### config.mk
export PLATFORM = sky130hd
export DESIGN_NAME = cic_interp
export DESIGN_NICKNAME = d
export VERILOG_FILES = /design/src/rtl/cic_pkg.sv /design/src/rtl/cic_interp_integ.sv /design/src/rtl/cic_interp.sv
export SDC_FILE = /design/constraint.sdc
export NUM_CORES = 1
export LEC_CHECK = 0
export CAP_MARGIN = 30
export CORE_MARGIN = 5
export CORE_UTILIZATION = 70
export CTS_BUF_LIST = sky130_fd_sc_hd__clkbuf_4
export DETAILED_ROUTE_END_ITERATION = 12
export PLACE_DENSITY = 0.88
export REMOVE_ABC_BUFFERS = 1
export SLEW_MARGIN = 20
export SYNTH_ARGS = -nofsm -noshare
export SYNTH_HDL_FRONTEND = slang
export SYNTH_HIERARCHICAL = 1
export SYNTH_SLANG_ARGS = --single-unit
### constraint.sdc
create_clock -name clock -period 8.8 [get_ports clock]
set_clock_uncertainty 0.15 [all_clocks]
set_input_delay 1.32 -clock clock [delete_from_list [all_inputs] [get_ports clock]]
set_output_delay 1.32 -clock clock [all_outputs]
set_load 0.01 [all_outputs]
### src/rtl/cic_pkg.sv
`default_nettype none
// +--------------------------------------------------------------------+
// | cic_pkg: defaults and width derivations shared by CIC filters.     |
// | Rev 1.0                                                            |
// +--------------------------------------------------------------------+
package cic_pkg;

    localparam int DEF_STAGES        = 3;
    localparam int DEF_INTERPOLATION = 10;
    localparam int DEF_IN_WIDTH      = 16;

    // Smallest shift whose power of two covers the gain R^(STAGES-1).
    function automatic int cic_out_shift(input int stages, input int rate);
        longint gain;
        int     shift;
        gain  = 1;
        shift = 0;
        for (int i = 0; i < stages - 1; i++) begin
            gain = gain * longint'(rate);
        end
        for (int b = 0; b < 62; b++) begin
            if ((longint'(1) << b) < gain) begin
                shift = b + 1;
            end
        end
        return shift;
    endfunction

    function automatic int cic_acc_width(input int in_width, input int stages,
                                         input int out_shift);
        return in_width + stages + out_shift;
    endfunction

endpackage
`default_nettype wire

### src/rtl/cic_interp_integ.sv
`default_nettype none
// +--------------------------------------------------------------------+
// | cic_interp_integ: one strobe-enabled wrapping integrator stage.    |
// | Rev 1.0                                                            |
// +--------------------------------------------------------------------+
module cic_interp_integ
    import cic_pkg::*;
#(
    parameter int WIDTH = cic_acc_width(DEF_IN_WIDTH, DEF_STAGES,
                                        cic_out_shift(DEF_STAGES, DEF_INTERPOLATION))
) (
    input  logic             clk_i,
    input  logic             rst_i,
    input  logic             en_i,
    input  logic [WIDTH-1:0] add_i,
    output logic [WIDTH-1:0] sum_o
);

    logic [WIDTH-1:0] sum_q;
    logic [WIDTH-1:0] sum_d;

    assign sum_d = sum_q + add_i;
    assign sum_o = sum_q;

    always_ff @(posedge clk_i or posedge rst_i) begin
        if (rst_i) begin
            sum_q <= '0;
        end else if (en_i) begin
            sum_q <= sum_d;
        end
    end

endmodule
`default_nettype wire

### src/rtl/cic_interp.sv
`default_nettype none
// +--------------------------------------------------------------------+
// | cic_interp: CIC interpolator, low-rate combs then high-rate        |
// | zero-stuffed integrators with rounded, saturated output. Rev 1.0   |
// +--------------------------------------------------------------------+
module cic_interp
    import cic_pkg::*;
#(
    parameter int STAGES        = DEF_STAGES,
    parameter int INTERPOLATION = DEF_INTERPOLATION,
    parameter int IN_WIDTH      = DEF_IN_WIDTH,
    parameter int OUT_SHIFT     = cic_out_shift(STAGES, INTERPOLATION),
    parameter int ACC_WIDTH     = cic_acc_width(IN_WIDTH, STAGES, OUT_SHIFT)
) (
    input  logic                clock,
    input  logic                reset,
    input  logic                out_strobe,
    output logic                in_strobe,
    input  logic                in_valid,
    input  logic [IN_WIDTH-1:0] in_data,
    output logic [IN_WIDTH-1:0] out_data,
    output logic                underflow,
    input  logic                underflow_clr
);

    localparam int PHASE_W = (INTERPOLATION > 1) ? $clog2(INTERPOLATION) : 1;
    localparam logic [PHASE_W-1:0] PHASE_LAST = PHASE_W'(INTERPOLATION - 1);
    localparam logic [ACC_WIDTH:0] ROUND_HALF = (ACC_WIDTH + 1)'(1) << (OUT_SHIFT - 1);
    localparam logic signed [ACC_WIDTH:0] SAT_MAX = (ACC_WIDTH + 1)'((2 ** (IN_WIDTH - 1)) - 1);
    localparam logic signed [ACC_WIDTH:0] SAT_MIN = ~SAT_MAX;

    logic [PHASE_W-1:0]  phase_q;
    logic [PHASE_W-1:0]  phase_d;
    logic                in_strobe_q;
    logic                in_strobe_d;
    logic                underflow_q;
    logic                underflow_d;
    logic [IN_WIDTH-1:0] out_data_q;
    logic [IN_WIDTH-1:0] out_data_d;

    logic [ACC_WIDTH-1:0] comb_q   [STAGES];
    logic [ACC_WIDTH-1:0] prev_q   [STAGES];
    logic [ACC_WIDTH-1:0] w_comb_in [STAGES];

    logic [STAGES-1:0][ACC_WIDTH-1:0] w_integ_add;
    logic [STAGES-1:0][ACC_WIDTH-1:0] w_integ_sum;

    logic signed [ACC_WIDTH:0] w_round;
    logic signed [ACC_WIDTH:0] w_scaled;
    logic [IN_WIDTH-1:0]       w_sat;

    // Phase and input-request control
    always_comb begin
        phase_d = phase_q;
        if (out_strobe) begin
            phase_d = (phase_q == PHASE_LAST) ? '0 : phase_q + PHASE_W'(1);
        end
        in_strobe_d = out_strobe && (phase_q == PHASE_LAST);
    end

    always_comb begin
        underflow_d = underflow_q;
        if (underflow_clr) begin
            underflow_d = 1'b0;
        end
        if (in_strobe_q && !in_valid) begin
            underflow_d = 1'b1;
        end
    end

    // Comb section runs at the low rate, one stage per in_strobe.
    always_comb begin
        for (int i = 0; i < STAGES; i++) begin
            w_comb_in[i] = '0;
        end
        w_comb_in[0] = in_valid ? {{(ACC_WIDTH - IN_WIDTH){in_data[IN_WIDTH-1]}}, in_data}
                                : '0;
        for (int i = 1; i < STAGES; i++) begin
            w_comb_in[i] = comb_q[i-1];
        end
    end

    always_ff @(posedge clock or posedge reset) begin
        if (reset) begin
            for (int i = 0; i < STAGES; i++) begin
                comb_q[i] <= '0;
                prev_q[i] <= '0;
            end
        end else if (in_strobe_q) begin
            for (int i = 0; i < STAGES; i++) begin
                comb_q[i] <= w_comb_in[i] - prev_q[i];
                prev_q[i] <= w_comb_in[i];
            end
        end
    end

    // Integrator chain; only phase 0 carries a comb sample, the rest are zero-stuffed.
    generate
        for (genvar gi = 0; gi < STAGES; gi++) begin : g_integ
            if (gi == 0) begin : g_first
                assign w_integ_add[gi] = (phase_q == '0) ? comb_q[STAGES-1] : '0;
            end else begin : g_chain
                assign w_integ_add[gi] = w_integ_sum[gi-1];
            end

            cic_interp_integ #(
                .WIDTH (ACC_WIDTH)
            ) u_integ (
                .clk_i (clock),
                .rst_i (reset),
                .en_i  (out_strobe),
                .add_i (w_integ_add[gi]),
                .sum_o (w_integ_sum[gi])
            );
        end
    endgenerate

    // Round half-up, scale down, clamp into the output range.
    always_comb begin
        w_round  = $signed({w_integ_sum[STAGES-1][ACC_WIDTH-1], w_integ_sum[STAGES-1]})
                 + $signed(ROUND_HALF);
        w_scaled = w_round >>> OUT_SHIFT;
        w_sat    = w_scaled[IN_WIDTH-1:0];
        if (w_scaled > SAT_MAX) begin
            w_sat = SAT_MAX[IN_WIDTH-1:0];
        end else if (w_scaled < SAT_MIN) begin
            w_sat = SAT_MIN[IN_WIDTH-1:0];
        end
        out_data_d = out_strobe ? w_sat : out_data_q;
    end

    always_ff @(posedge clock or posedge reset) begin
        if (reset) begin
            phase_q     <= '0;
            in_strobe_q <= 1'b0;
            underflow_q <= 1'b0;
            out_data_q  <= '0;
        end else begin
            phase_q     <= phase_d;
            in_strobe_q <= in_strobe_d;
            underflow_q <= underflow_d;
            out_data_q  <= out_data_d;
        end
    end

    assign in_strobe = in_strobe_q;
    assign underflow = underflow_q;
    assign out_data  = out_data_q;

endmodule
`default_nettype wire

==> flow_summary.ini <==
[synthesis]
synth_edf_count = 0
syn_area_per_cell_um2 = 9.17
synthTopCellsByArea = dfrtp_1, ha_1, mux2_2, o21ai_0, xnor2_1
synth-main-ff-cell = dfrtp_1
ys.warnings.count = 6
yosys-mux-area-fraction_pct = 7.35
ys_seq_elements = 246
synthSimpleGateAreaFrac_pct = 14.6
ys_types = 95
synth_xor_area_share_pct = 6.55
synth_top_family_by_area = compound AO/OA/AOI/OAI gates
synth_cells = 1879
synth_top_area_cell = dfrtp_1
netlist.area_leader.share_pct = 35.7
netlist_area_um2 = 17200
async_flop_share_pct = 100
synth.most_common_cell = dfrtp_1
synth_seq_area_share_pct = 35.7
synth_common_cells = dfrtp_1, nand2_1, ha_1, o21ai_0, inv_1
synth_compound_area_share_pct = 20.1
yosys.area_share.adder_pct = 11.0

[worst_setup_path]
path_max_fanout = 17
critPathRequiredTime_ns = 9.12
path_class = in -> reg
critPathCaptureType = flip-flop
r2r_start = phase_q[1]
r2r-end = g_integ[0].u_integ/sum_o[22]
critPathLaunchType = primary input
reg2reg_depth = 13
rrSetupSlack_ns = 4.95
worstPathArrival_ns = 4.66

[global_route]
grt_max_degree = 115
antenna_found_initial = 1
grt_pass1_wl_mm = 62.3
overflow = 0
grt_usage_pct = 25.8
grt_pass1_vias = 13900

[routing]
drt-vias-per-instance = 5.97
finalWirelength_mm = 35.9
wl_per_cell_um = 15.6
drtIter0Drc = 692
drc = 0
dr.pass1.iters = 5
vias = 13700
ant_nets = 0

[worst_hold_path]
hold_start = comb_q[1]
min_to = comb_q[1]
holdCritPathClass = reg -> reg
min_delay_path_depth = 2

[timing]
final.setup.tns_ns = 0
finalCritPeriodShare_pct = 49.3
hold_slack_ns = 0.326
fmax_ghz = 0.230
slew_violations = 0
rsz0062_at_grt = no
slew_headroom_pct = 40.3
hold_viol = 0
period_minus_slack_ns = 4.34
setup_viol = 0
tightest_slew_ns = 0.893

[floorplan]
num_rows = 57
fp.dieArea_um2 = 27900
dieWidth_um = 167
initial_core_util_pct = 70.9
placeableCoreArea_um2 = 24300
pin_count = 39
die_h_um = 167

[pwr]
cellPowerDensity_nw_per_um2 = 443
p_leak_nw = 8.60
design_power_total_mw = 8.28
peakVddDrop_v = 0.000212

[clock_tree]
clockBufferDepth = 3
clkLatencyLatePin_ns = 0.67
clk_pin_slew_ns = 0.06
root_buffer = clkbuf_4
cts_sinks = 246
htree_levels = 3
cts_hold_buf = 0
cts_tree = built
cts_resized = 0
cts_inserted_buffers = 66
postCtsSetupRepairBufs = 0

[place]
numPortBuffers = 38
gp_congestion = 0.865
dpl.hpwl_mm = 26.2

[finish]
syn2layout_area_growth_pct = 8.35
final.fill_count = 1644
layout-drive-gt1-share_pct = 13.2
multi_input_area_um2 = 10300
fin_nets = 2103
regArea_um2 = 6160

[outcome]
outcome = completed

[run]
maxCapViolations = 0
-- worst max-delay path by stage --
stage,endpoint,startpoint,cells after the start
6_report,comb_q[72],in_valid,12
5_1_grt,comb_q[72],in_valid,12
4_1_cts,comb_q[72],in_valid,12
3_5_place_dp,comb_q[72],in_valid,12
3_3_place_gp,comb_q[72],in_valid,12
2_1_floorplan,comb_q[66],in_strobe,4
-- flip-flops by register name, indices dropped and copies added (netlist names) --
signal                 count
phase_q                    4
prev_q                    68
out_data                  16
g_integ.u_integ/sum_o     78
underflow                  1
in_strobe                  1
comb_q                    78
-- critical path: stages --
cell and delay, ns:
clkdlybuf4s50_1 0.75, nand2_1 0.15, ha_1 0.25, fa_1 0.41, nor2b_1 0.13, o21a_1 0.16
o21ai_1 0.08, a21oi_1 0.22, a31o_2 0.24, a2111oi_2 0.10, o31ai_1 0.63, nand3_1 0.20
-- per-layer routing --
metal	routed length, µm	share of wire, %	vias up	global-route usage, %
met3	1320	3.7	109	3.70
met5	0	0	-	0
li1	-	-	6828	-
met1	14500	40	6458	28.6
met2	18800	52	327	48.9
met4	1360	3.8	0	11.3
-- metrics by stage --
stage	setup slack [ns]	util, %	cell area [µm²]	instances
3_3_place_gp	4.10	73.1	17800	2184
4_1_cts	4.55	76.7	18600	2294
6_report	4.46	76.8	18700	2297
5_1_grt	4.31	76.8	18700	2297
3_5_place_dp	3.92	73.4	17900	2188
2_1_floorplan	2.31	-	16900	1815
-- kinds of logic (layout without fill, tap and decap cells) --
family          Yosys count  in the layout
mux                     113            113
compound gates          529            529
fa+ha+maj               148            148
flops                   246            246
xor+xnor                129            129
buf+inv                 195            288
simple gates            519            519
other cells               0              1
-- area by class of cell --
type / instances / area share, %
Multi-Input combinational cell: 1438 / 55.1
Tap cell: 324 / 2.17
Timing Repair Buffer: 51 / 2.84
Antenna cell: 1 / 0.0134
Sequential cell: 246 / 33.0
Clock inverter: 10 / 0.382
Clock buffer: 96 / 3.86
Inverter: 131 / 2.66
-- placed cells by master, fill, tap and decap left out, drive strengths merged, types with 62 or more instances in the layout --
master  netlist  final
ha          142    142
nand2       179    179
nor2        104    104
o21ai       179    179
a21oi       123    123
a21o         62     62
inv         131    132
mux2        105    105
dfrtp       246    246
xnor2        78     78
clkbuf       52     97
-- where the power goes --
group / internal (mW) / switching, mW / total (mW)
clock network: 0.524 / 0.459 / 0.983
logic: 2.39 / 2.82 / 5.21
registers: 1.67 / 0.411 / 2.08
Power figures use the tool's default switching activity.
